File: src/rtl/exe_issue_sequencer.sv
// rtl/exe_issue_sequencer.sv - issue sequencer between decode and execute
//
// Passes single-cycle ALU ops into a one-entry result slot with one cycle of
// latency, and runs multi-cycle M ops on an external iterative M-unit via a
// start/done handshake with a cycle-bounded wait.
//
// Ports:
//   clk, rst            clock, synchronous active-high reset
//   flush               kill in-flight op and result slot
//   in_valid/in_ready   decode handshake; in_is_mul, in_func3, in_op1, in_op2,
//                       in_dst describe the op, alu_result is its ALU value
//   m_start, m_kill     one-cycle start / abort pulses to the M-unit
//   m_op1, m_op2,
//   m_func3             latched M-op operands, stable during M_WAIT
//   m_done, m_result    M-unit completion pulse and result
//   out_valid/out_ready result slot handshake; out_data, out_dst payload
//   busy                M op outstanding
//   m_timeout_err       sticky M-unit timeout flag
module exe_issue_sequencer #(
   parameter int ARCH_LEN   = 32,
   parameter int REG_ADDR_W = 5,
   parameter int M_TIMEOUT  = 64,
   parameter int CNT_W      = 7
) (
   input  logic                  clk,
   input  logic                  rst,
   input  logic                  flush,
   input  logic                  in_valid,
   output logic                  in_ready,
   input  logic                  in_is_mul,
   input  logic [2:0]            in_func3,
   input  logic [ARCH_LEN-1:0]   in_op1,
   input  logic [ARCH_LEN-1:0]   in_op2,
   input  logic [REG_ADDR_W-1:0] in_dst,
   input  logic [ARCH_LEN-1:0]   alu_result,
   output logic                  m_start,
   output logic                  m_kill,
   output logic [ARCH_LEN-1:0]   m_op1,
   output logic [ARCH_LEN-1:0]   m_op2,
   output logic [2:0]            m_func3,
   input  logic                  m_done,
   input  logic [ARCH_LEN-1:0]   m_result,
   output logic                  out_valid,
   input  logic                  out_ready,
   output logic [ARCH_LEN-1:0]   out_data,
   output logic [REG_ADDR_W-1:0] out_dst,
   output logic                  busy,
   output logic                  m_timeout_err
);

   typedef enum logic [0:0] {IDLE, M_WAIT} state_t;

   state_t                  state, state_nxt;
   logic [CNT_W-1:0]        counter;
   logic [REG_ADDR_W-1:0]   m_dst;
   logic                    start_q;
   logic                    accept;
   logic                    load_alu, load_mul, done_hit, timeout_hit;
   logic                    start_nxt, kill_nxt;

   // A mul is only accepted when the slot is empty or draining, so the slot
   // is never occupied while the M-unit is running.
   assign in_ready = (state == IDLE) && (!out_valid || out_ready) && !flush;
   assign accept   = in_valid && in_ready;
   assign busy     = (state != IDLE);
   // A flush in the start cycle withdraws the start pulse for the dying op.
   assign m_start  = start_q && !flush;

   always_ff @(posedge clk) begin
      if (rst) state <= IDLE;
      else     state <= state_nxt;
   end

   always_comb begin
      state_nxt   = state;
      load_alu    = 1'b0;
      load_mul    = 1'b0;
      done_hit    = 1'b0;
      timeout_hit = 1'b0;
      start_nxt   = 1'b0;
      kill_nxt    = 1'b0;
      case (state)
         IDLE: begin
            load_alu  = accept && !in_is_mul;
            load_mul  = accept && in_is_mul;
            start_nxt = load_mul;
            if (load_mul) state_nxt = M_WAIT;
         end
         M_WAIT: begin
            if (flush) begin
               kill_nxt  = 1'b1;
               state_nxt = IDLE;
            end else if (m_done) begin
               // done wins over a timeout landing in the same cycle
               done_hit  = 1'b1;
               state_nxt = IDLE;
            end else if (counter == CNT_W'(M_TIMEOUT)) begin
               timeout_hit = 1'b1;
               kill_nxt    = 1'b1;
               state_nxt   = IDLE;
            end
         end
         default: state_nxt = IDLE;
      endcase
   end

   always_ff @(posedge clk) begin
      if (rst) begin
         start_q       <= 1'b0;
         m_kill        <= 1'b0;
         m_timeout_err <= 1'b0;
         counter       <= '0;
         m_op1         <= '0;
         m_op2         <= '0;
         m_func3       <= '0;
         m_dst         <= '0;
         out_valid     <= 1'b0;
         out_data      <= '0;
         out_dst       <= '0;
      end else begin
         start_q <= start_nxt;
         m_kill  <= kill_nxt;
         if (timeout_hit) m_timeout_err <= 1'b1;

         if (flush || accept)      counter <= '0;
         else if (state == M_WAIT) counter <= counter + CNT_W'(1);

         if (load_mul) begin
            m_op1   <= in_op1;
            m_op2   <= in_op2;
            m_func3 <= in_func3;
            m_dst   <= in_dst;
         end

         // A new result takes priority over a same-cycle drain.
         if (flush) begin
            out_valid <= 1'b0;
         end else if (load_alu) begin
            out_valid <= 1'b1;
            out_data  <= alu_result;
            out_dst   <= in_dst;
         end else if (done_hit) begin
            out_valid <= 1'b1;
            out_data  <= m_result;
            out_dst   <= m_dst;
         end else if (out_valid && out_ready) begin
            out_valid <= 1'b0;
         end
      end
   end

endmodule

File: config.mk
export PLATFORM = sky130hd
export DESIGN_NAME = exe_issue_sequencer
export DESIGN_NICKNAME = d
export VERILOG_FILES = /design/src/rtl/exe_issue_sequencer.sv
export SDC_FILE = /design/constraint.sdc
export NUM_CORES = 1
export LEC_CHECK = 0
export ABC_AREA = 1
export BUFFER_PORTS_ARGS = -buffer_cell sky130_fd_sc_hd__clkbuf_2
export CAP_MARGIN = 30
export CORE_UTILIZATION = 30
export DETAILED_ROUTE_END_ITERATION = 7
export GPL_TIMING_DRIVEN = 0
export PLACE_DENSITY_LB_ADDON = 0.3
export SLEW_MARGIN = 0
export SYNTH_ARGS = -nofsm -noshare
export SYNTH_HDL_FRONTEND = slang
export SYNTH_SLANG_ARGS = --single-unit
File: constraint.sdc
create_clock -name clk -period 1.6 [get_ports clk]
set_clock_uncertainty 0.2 [all_clocks]
set_input_delay 0.32 -clock clk [delete_from_list [all_inputs] [get_ports clk]]
set_output_delay 0.32 -clock clk [all_outputs]
set_load 0.005 [all_outputs]
**Yosys cells after proc, flatten, opt, wreduce, memory -nomap -nowiden**

Index checks and enable logic that the tools add are counted.
Widths: inputs -> output; s select.

- Flip-flop bits (word level): 121
- Word-level logic and storage cells: 56

- $add $sub $neg: 1
- Eq/ne operators: 1
- Muxes and demuxes: 22
- Bitwise operators: 2
- Reduce and logical (&&, ||, !) cells: 18

Operators with widths:

| operator | number |
|---|---|
| $mux 32 | 2 |
| $mux 1 | 17 |
| $mux 5 | 2 |
| $add 7x1->7 const B | 1 |
| $eq 7x7->1 const B | 1 |
| $logic_and 1x1->1 | 7 |
| $reduce_or 2->1 | 3 |
| $logic_not 1->1 | 3 |
| $reduce_bool 3->1 | 1 |
| $logic_or 1x1->1 | 2 |
| $not 1->1 | 2 |
| $pmux 1 s2 | 1 |
| $reduce_and 2->1 | 1 |
| $reduce_bool 2->1 | 1 |

**Depth between registers and ports, before layout**

Gate-level depths: netlist of run 1.

- Depth after elaboration: 9
- Mapped depth: 9
- Gate-level depth less buffers: 8

**Worst setup path before layout of run 1**

Ideal clock, no wire load.

- Path type: register -> register
- Start: reg state (netlist: busy)
- End: reg out_data[11]
- Library setup time: 0.111 ns
- Data arrival time: 1.274 ns
- Data required time: 1.289 ns
- Path slack: 0.014 ns
- Cell stages (with the launch flop): 9
- Buffers on the path: 3
- Path through: dfxtp_1 buf_6 nor2_4 nand4_1 and2_1 buf_6 buf_6 nor2_1 nor2_1

- Word-level cells in the longest chain between the ends: 8
- Elaborated cells between the ends (all ways): 10
- Classes of those cells: mux (3); bitwise (1); reduce/logical (6)

Ends and longest elaborated chain:

| element | line | RTL |
|---|---|---|
| start: declaration | 53 | `state_t state, state_nxt;` |
| start signal: assignment | 71 | `else state <= state_nxt;` |
| $not 1->1 | -- |  |
| $logic_and 1x1->1 (2 in a row) | 63 | `assign in_ready = (state == IDLE) && (!out_valid \|\| out_ready) && !flush;` |
| $logic_and 1x1->1 | 64 | `assign accept = in_valid && in_ready;` |
| $logic_and 1x1->1 | 84 | `load_alu = accept && !in_is_mul;` |
| $mux 1 | 82 | `case (state)` |
| $reduce_bool 2->1 (no line) | -- |  |
| $reduce_and 2->1 (no line) | -- |  |
| end signal: assignment | 140 | `out_data <= alu_result;` |
| end signal: assignment | 144 | `out_data <= m_result;` |
| end: declaration | 45 | `output logic [ARCH_LEN-1:0] out_data,` |

Parallel ways exist; a longest one is shown, timed or not.
A chain may end at the register's enable or synchronous reset.

**Final worst setup path of run 1**

- Start: reg state (netlist: busy)
- End: out in_ready

- Word-level cells in the longest chain between the ends: 3

Ends and longest elaborated chain:

| element | line | RTL |
|---|---|---|
| $not 1->1 | -- |  |
| $logic_and 1x1->1 (2 in a row) | 63 |  |
| end: declaration | 29 | `output logic in_ready,` |

Every way passes these cells.

==> results of run 1 <==
[cell type report]
type	instances	area, sq um	share of cell area [%]
clock inverters	10	103	1.15
plain buffers	48	526	5.88
clock buffers	22	444	4.97
inverters	17	66.3	0.742
repair buffers	350	2320	26.0
multi-input cells	530	2770	31.0
well taps	225	282	3.15
flip-flops and latches	121	2420	27.1
[metrics by stage]
stage	hold slack (ns)	cells	setup WS, ns	area (sq um)	util (%)
6_report	0.0169	1323	-0.0761	8940	51.5
5_1_grt	0.0284	1323	-0.140	8940	51.5
4_1_cts	0.00125	1322	-0.192	8850	51.0
3_5_place_dp	0.261	1196	-0.589	6900	39.7
3_3_place_gp	0.246	1196	-0.530	6900	39.7
2_1_floorplan	0.192	719	0.0144	5360	-
[layout by cell type, fill, tap and decap left out, types with 10 or more instances in the layout]
master and instances:
nor2_1 138, buf_12 10, buf_6 19, clkbuf_1 16, buf_4 11, nand3_1 40, nand2_1 109, dlygate4sd3_1 75
nor2_4 26, dfxtp_1 120, inv_1 14, nand3b_1 37, clkbuf_16 19, nand2_2 16, o21ai_0 70, clkbuf_2 251
nor2_2 70
[power breakdown]
group / internal, uW / switching [uW]
logic: 692 / 640
clock network: 2270 / 1360
registers: 3170 / 76.3
[layer usage]
metal  wire length (um)  share of wire (%)  GRT usage [%]
met4                283                1.6           7.24
met1               7750                 43           22.5
met5                  0                  0              0
met2               8810                 49           35.2
met3               1300                7.2           5.65
[logic make-up after synthesis]
kind of cell / after synthesis / synth area share (%)
simple gates: 445 / 38.7
flops: 121 / 45.2
buf+inv: 68 / 7.78
fa+ha+maj: 2 / 0.467
compound gates: 82 / 7.69
xor+xnor: 1 / 0.164
[worst min-delay path by stage]
stage	from	endpoint	slack [ns]
finish	m_result[8]	out_data[8]	0.02
global route	m_result[8]	out_data[8]	0.03
CTS	m_result[2]	out_data[2]	0.001
detailed placement	m_timeout_err	m_timeout_err	0.26
global placement	m_timeout_err	m_timeout_err	0.25
floorplan	rst	start_q	0.19
[critical path, cell delays in order, from the launching register on]
cell	delay [ns]
dfxtp_2	0.34
nor2_4	0.18
nand2_4	0.09
inv_2	0.06
buf_6	0.09
[repair_timing]
action                                  4_1_cts  5_1_grt
endpoints found under the setup margin      113      114
endpoints found under the hold margin        75        0
buffers inserted                             14        2
cloned                                        6        1
resized for setup                           119       36
pin swaps                                    20       14
hold buffers                                 75        0
[registers in the layout, summed over array words and instances (netlist names)]
signal / flops
m_timeout_err: 1
busy: 1
counter: 7
m_dst: 5
m_func3: 3
m_op1: 32
m_kill: 1
out_dst: 5
out_valid: 1
start_q: 1
m_op2: 32
out_data: 32
==> reports/metrics.yaml, run 1 <==
run_status:
  outcome: "complete, but fails checks"
  failed_checks: "setup timing"
cells_and_area:
  fill_cells: 1670
  n_antenna_cell: 0
  drive_gt1_share_pct: 42.0
  area_delta_synth_final_pct: 67.0
  fin_nets: 1230
clock_tree:
  cts_tree: "done"
  clk_latency_ns: 0.41
  clock_path_buffers: 2
  clock-root-buffer: "clkbuf_16"
  clkTransAtPathRegs_ns: 0.05
  cts_sinks: 121
  cts_htree_levels: 4
  numCtsBuffers: 17
setup_path:
  reg2reg_from: "busy"
  cp-start-kind: "flop"
  cp.arrival_ns: 1.16
  critPathLaunch: "busy"
  critPathCapture: "in_ready"
  crit_type: "reg -> out"
  rr_worst_depth: 8
  setup.worst_path.end_class: "output pin"
  r2r_slack_ns: -0.07
  path_max_fanout: 3
  crit_required_ns: 1.08
  r2r_end: "out_data[20]"
floorplan:
  die-width_um: 136
  io_pins: 253
  die-area_sq_um: 18400
  initial_core_util_pct: 30.9
  std_cell_rows: 48
  core_area_sq_um: 17400
  die_height_um: 136
synth:
  yosysSeqAreaShare_pct: 45.2
  post-synth-top-count-cell: "nor2_1"
  syn_nets: 864
  synth_ff_type: "dfxtp_1"
  synth-seq-cells: 121
  synth_top_area_share_pct: 45.2
  synth_edf_count: 0
  synth.area.top_cells: "dfxtp_1, nor2_1, nand2_1, o21ai_0, nor2_2"
  synth_common_cells: "nor2_1, nand2_1, dfxtp_1"
  netlist_area_sq_um: 5360
  yosysUniqueCellTypes: 26
  syn-mean-instance-area_sq_um: 7.45
  async_flop_share_pct: 0
  synth_top_area_cell: "dfxtp_1"
  yosysWarnings: 0
  syn_inst: 719
hold_path:
  worstHoldPathCells: 5
  hold_path_class: "in -> reg"
placement:
  dp_hpwl_um: 12200
  place_congestion: 0.791
  port_buffers: 252
timing:
  tightest_slew_ns: 0.587
  hold_violations: 0
  setup_viol: 99
  drv_slew: 0
  rsz0062_at_grt: "yes"
  setup_slack_ns: -0.0761
  fmax_ghz: 0.597
  final.min_clock_period_ns: 1.68
  max_slew_margin_pct: 60.9
  fin_setup_tns_ns: -3.43
  period_share_pct: 105
grt:
  overflow: 0
  antenna_found_initial: 0
  grt.total_usage_pct: 19.9
  grt_max_degree: 17
  first_global_vias: 5653
  grt_pass1_wl_um: 28100
power:
  finalPower_uw: 8210
  peakVddDrop_uv: 654
  power_density_nw_per_um2: 918
  power_leakage_uw: 0.00442
routing:
  dr.pass1.iters: 4
  first_iter_violations: 242
  routed_via_density: 4.49
  drc: 0
  drtAntennaViolNets: 0
  route.vias.total: 5944
  finalWirelength_um: 18100
  detail_route.wl_per_cell_um: 13.7
run:
  maxCapViolCount: 0
(Power assumes the default switching activity.)
==> run 2: changes to the inputs <==
- SETUP_SLACK_MARGIN: not set -> 0.5
==> run 2 against run 1 <==
Net effect: the flow still finishes with violations (setup timing); register-to-register slack got worse by 0.12 ns; final cell count increased by 1.9%; first-iteration DRC count shrank 12%; maximum frequency down 6.6%; sequential power increased by 1%; critical path depth is 6 higher; power up 6.7%; clock power is 8.8% higher; setup slack got worse by 0.12 ns; critical path type is now reg -> reg; largest power group unchanged.
==> reports/metrics.yaml, run 2 (same netlist as run 1, synthesis figures left out) <==
run_status:
  outcome: "complete, but fails checks"
  failed_checks: "setup timing"
clock_tree:
  cts_tree: "done"
  clk_latency_ns: 0.41
  clkTransAtPathRegs_ns: 0.06
  cts_sinks: 121
  cts_htree_levels: 4
  clock_path_buffers: 2
  numCtsBuffers: 17
  clock-root-buffer: "clkbuf_16"
timing:
  period_share_pct: 112
  max_slew_margin_pct: 61.4
  drv_slew: 0
  hold_violations: 0
  tightest_slew_ns: 0.579
  final.min_clock_period_ns: 1.79
  rsz0062_at_grt: "yes"
  whs_ns: 0.0240
  fmax_ghz: 0.557
  setup_viol: 112
  setup_slack_ns: -0.195
grt:
  grt.met2_usage_pct: 37.1
  grt_max_degree: 17
  overflow: 0
  first_global_vias: 5954
  met3_usage_pct: 6.21
  grt_pass1_wl_um: 29500
  antenna_found_initial: 1
  use_met1_pct: 23.0
  grt-busiest-layer: "met2"
  grt.total_usage_pct: 20.9
cells_and_area:
  layout_common_cells: "clkbuf_2, nor2_1, dfxtp_2"
  mostFrequentLayoutCell: "clkbuf_2"
  drive_gt1_share_pct: 56.4
  multiInputGateArea_sq_um: 2900
  n_antenna_cell: 0
  fill_cells: 1502
  fin_nets: 1255
  area_delta_synth_final_pct: 85.4
  fin_util_pct: 57.2
  largestRegisters: "m_op1 x32, m_op2 x32, out_data x32"
  ff_latch_area_sq_um: 2560
setup_path:
  path_max_fanout: 6
  r2r_end: "m_op2[13]"
  setup.worst_path.end_class: "flop"
  cp.arrival_ns: 1.90
  cp-start-kind: "flop"
  rr_worst_depth: 10
  crit_required_ns: 1.71
  reg2reg_from: "busy"
  crit_type: "reg -> reg"
  r2r_slack_ns: -0.19
placement:
  place_congestion: 0.811
  dp_hpwl_um: 12200
  dp_slack_ns: -0.437
  port_buffers: 252
floorplan:
  die-width_um: 136
  die_height_um: 136
  initial_core_util_pct: 30.9
  die-area_sq_um: 18400
  core_area_sq_um: 17400
  std_cell_rows: 48
  io_pins: 253
routing:
  routed_via_density: 4.57
  detail_route.wl_per_cell_um: 14.6
  drtAntennaViolNets: 0
  finalWirelength_um: 19700
  dr.pass1.iters: 4
  drc: 0
  route.vias.total: 6161
  first_iter_violations: 212
hold_path:
  worstHoldPathCells: 5
  hold_path_class: "in -> reg"
  min_to: "out_data[25]"
  min_from: "m_result[25]"
power:
  power_density_nw_per_um2: 883
  power_leakage_uw: 0.00479
  peakVddDrop_uv: 740
  finalPower_uw: 8760
run:
  maxCapViolCount: 0
==> run 2: metrics by stage <==
step / area, sq um / cells / TNS, ns
5_1_grt: 9930 / 1348 / -24.08
3_5_place_dp: 6980 / 1196 / -24.96
3_3_place_gp: 6980 / 1196 / -23.29
6_report: 9930 / 1348 / -14.09
4_1_cts: 9350 / 1338 / -14.54
2_1_floorplan: 5440 / 719 / 0
==> run 2: what timing repair did <==
action | 4_1_cts | 5_1_grt
endpoints found under the setup margin | 231 | 231
buffers inserted | 23 | 8
endpoints found under the hold margin | 77 | 0
gates resized for setup | 238 | 140
gates cloned | 12 | 2
hold buffers | 75 | 0
pin swaps | 52 | 32
==> run 2: power by group <==
part	switching, uW	internal, uW
Clock	1450	2500
Combinational	685	838
Sequential	91.6	3200
Total	2230	6540
==> run 2: per-layer routing <==
metal	up-vias	share of wire, %
li1	3081	-
met1	2802	41
met3	37	7.0
met2	239	50
met4	2	2.3
met5	-	0.056
==> run 2: cell type report <==
cell class                 instances  area share, %
timing repair buffer             372           29.6
clock buffer                      22           4.58
tap                              225           2.84
inverter                          17          0.693
multi-input combinational        530           29.2
buffer                            51           5.85
clock inverter                    10           1.45
sequential                       121           25.8
==> run 2: worst max-delay path, cell delays in order, from the launching register on <==
cell and delay [ns]:
dfxtp_2 0.32, buf_6 0.12, nor2_4 0.11, buf_6 0.11, nand3_4 0.09, nor2_8 0.20, inv_6 0.07, buf_4 0.14
clkbuf_8 0.14, nor2_1 0.11, nor2_1 0.07
==> run 2: worst max path at each step <==
| stage | start | end | depth (start not counted) |
|---|---|---|---|
| floorplan | busy | out_data[10] | 9 |
| global placement | in_is_mul | out_data[22] | 8 |
| detailed placement | in_is_mul | out_data[22] | 8 |
| CTS | busy | m_op2[29] | 10 |
| global route | busy | m_op2[13] | 10 |
| finish | busy | m_op2[13] | 10 |
==> run 3: changes to the inputs <==
- CELL_PAD_IN_SITES_DETAIL_PLACEMENT: not set -> 1
- CELL_PAD_IN_SITES_GLOBAL_PLACEMENT: not set -> 2
- CORE_UTILIZATION: 30 -> 24
- clock period: 1.6 -> 2 ns (I/O delays scaled with it)
==> run 3 against run 2 <==
Net effect: the flow now finishes without violations; critical path type is now reg -> out; hold slack worse by 0.017 ns; flip-flop and latch count stayed put; setup slack better by 0.33 ns; sequential share of layout area is 4.2 points higher; register-to-register slack better by 0.37 ns; clock power is 14% lower; sequential power is 21% lower; via count is 8.1% lower; power is 21% lower; largest power group unchanged; combinational power is 40% lower; core utilization is 19 points lower; critical endpoint is now in_ready.
==> reports/metrics.yaml, run 3 (same netlist as run 1, synthesis figures left out) <==
routing:
  first_iter_violations: 150
  dr.pass1.iters: 4
  drc: 0
  routed_via_density: 4.32
  detail_route.wl_per_cell_um: 14.6
  route.vias.total: 5664
  drtAntennaViolNets: 0
  finalWirelength_um: 19200
setup_path:
  crit_required_ns: 1.40
  path_max_fanout: 3
  crit_top_cell: "buf_6"
  crit_family: "buffers and inverters"
  critPathBufInv: 4
  cp.arrival_ns: 1.27
  r2r_slack_ns: 0.18
  slowest_stage: "dfxtp_2"
  path_depth: 6
  critPathCapture: "in_ready"
  r2r_end: "m_op1[8]"
  cp-start-kind: "flop"
  critPathLaunch: "busy"
  rr_worst_depth: 11
  slowest_delay_ns: 0.32
  crit_type: "reg -> out"
  setup.worst_path.end_class: "output pin"
  reg2reg_from: "busy"
  worstPathCellList: "buf_6 > nor2_4 > buf_6 > nand2_4 > inv_2 > buf_6"
placement:
  port_buffers: 252
  place_congestion: 0.745
  dp_hpwl_um: 14200
  placed_cell_area_sq_um: 7000
cells_and_area:
  ff_latch_area_sq_um: 2500
  multiInputGateArea_sq_um: 2640
  layout_common_cells: "clkbuf_2, nor2_1, nand2_1"
  largestRegisters: "m_op1 x32, m_op2 x32, out_data x32"
  fill_cells: 2696
  fin_nets: 1164
  n_antenna_cell: 0
  drive_gt1_share_pct: 49.1
  mostFrequentLayoutCell: "clkbuf_2"
  design_area_sq_um: 8330
  fin_util_pct: 38.2
  area_delta_synth_final_pct: 55.5
clock_tree:
  numCtsBuffers: 17
  cts_tree: "done"
  cts_htree_levels: 4
  clock_path_buffers: 2
  clkTransAtPathRegs_ns: 0.06
  clock-root-buffer: "clkbuf_16"
  clk_latency_ns: 0.41
  cts_sinks: 121
floorplan:
  die-area_sq_um: 22900
  io_pins: 253
  core_area_sq_um: 21800
  std_cell_rows: 54
  die-width_um: 151
  initial_core_util_pct: 24.5
  die_height_um: 151
timing:
  tightest_slew_ns: 0.558
  setup_viol: 0
  whs_ns: 0.00722
  max_slew_margin_pct: 62.8
  drv_slew: 0
  period_share_pct: 93.4
  final.min_clock_period_ns: 1.87
  fmax_ghz: 0.535
  rsz0062_at_grt: "yes"
  hold_violations: 0
power:
  p_int_uw: 5220
  finalPower_uw: 6910
  pwr-share-seq_pct: 37.8
  power_frac_clock_pct: 48.9
  peakVddDrop_uv: 524
  switching_share_pct: 24.5
  switching_power_uw: 1690
  power_leakage_uw: 0.00414
  combPwrFrac_pct: 13.3
  power_density_nw_per_um2: 829
run:
  maxCapViolCount: 0
grt:
  antenna_found_initial: 0
  overflow: 0
  first_global_vias: 5717
  grt_pass1_wl_um: 29900
  grt.total_usage_pct: 17.0
  grt_max_degree: 17
hold_path:
  hold_path_class: "in -> reg"
run_status:
  outcome: "complete, no violations"
run 3: cell types whose count changed in the layout (fill, tap and decap cells not counted), moves of 5 or more:
cell	previous run	this run
dlygate4sd3_1	75	12
dfxtp_1	11	59
dfxtp_2	110	62
buf_6	68	21
nand2_2	28	2
clkbuf_2	205	230
nand2_1	97	122
buf_2	5	26
nor2_4	28	8
nor2_1	128	144
buf_4	22	12
o21ai_0	68	76
buf_16	6	0
o21ai_2	5	0
run 3: worst min-delay path: stages:
cell      delay, ns
clkbuf_2       0.08
nor2_1         0.04
nor2_1         0.07
run 3: per-stage QoR:
step	setup TNS (ns)	setup slack, ns	std cells
after floorplan	0	0.442	719
after global placement	-13.23	-0.281	1251
after detailed placement	-13.63	-0.279	1251
after CTS	0	0.140	1304
after global routing	0	0.0531	1311
final	0	0.131	1311
run 3: worst min-delay path by stage:
| stage | startpoint | end | slack, ns | cells after the start |
|---|---|---|---|---|
| 6_report | in_op2[11] | m_op2[11] | 0.007 | 3 |
| 5_1_grt | in_op1[2] | m_op1[2] | 0.009 | 3 |
| 4_1_cts | in_func3[2] | m_func3[2] | 0.0008 | 3 |
| 3_5_place_dp | m_timeout_err | m_timeout_err | 0.26 | 2 |
| 3_3_place_gp | m_timeout_err | m_timeout_err | 0.25 | 2 |
| 2_1_floorplan | m_timeout_err | m_timeout_err | 0.25 | 2 |
run 3: metal layers:
metal | up-vias | track usage, % | part of all wire, %
met4 | 0 | 5.35 | 1.3
met1 | 2583 | 20.7 | 43
met3 | 15 | 6.08 | 8.8
li1 | 2893 | - | -
met5 | - | 0 | 0
met2 | 173 | 27.6 | 46
run 3: area by class of cell:
type	instances	area share, %
plain buffers	51	6.22
clock buffers	21	5.77
multi-input cells	530	31.7
repair buffers	281	19.3
inverters	17	0.871
clock inverters	10	2.00
flip-flops and latches	121	30.0
well taps	280	4.21
run 3: power by group through the flow:
| stage | Sequential [uW] | Clock (uW) | Combinational (uW) |
|---|---|---|---|
| 6_report | 2610 | 3380 | 918 |
| 5_1_grt | 2630 | 3580 | 1030 |
| 4_1_cts | 2600 | 3460 | 879 |
| 3_5_place_dp | 2650 | 0 | 809 |
| 3_3_place_gp | 2640 | 0 | 807 |
| 2_1_floorplan | 2650 | 0 | 393 |
run 3: what timing repair did:
| item | in CTS | in global routing |
|---|---|---|
| endpoints found under the hold margin | 12 | 0 |
| hold buffers | 12 | 0 |
| cloned | 1 | 2 |
| pin swaps | 4 | 11 |
| buffers inserted | 9 | 5 |
| gates resized for setup | 42 | 139 |
| setup endpoints to repair | 118 | 186 |
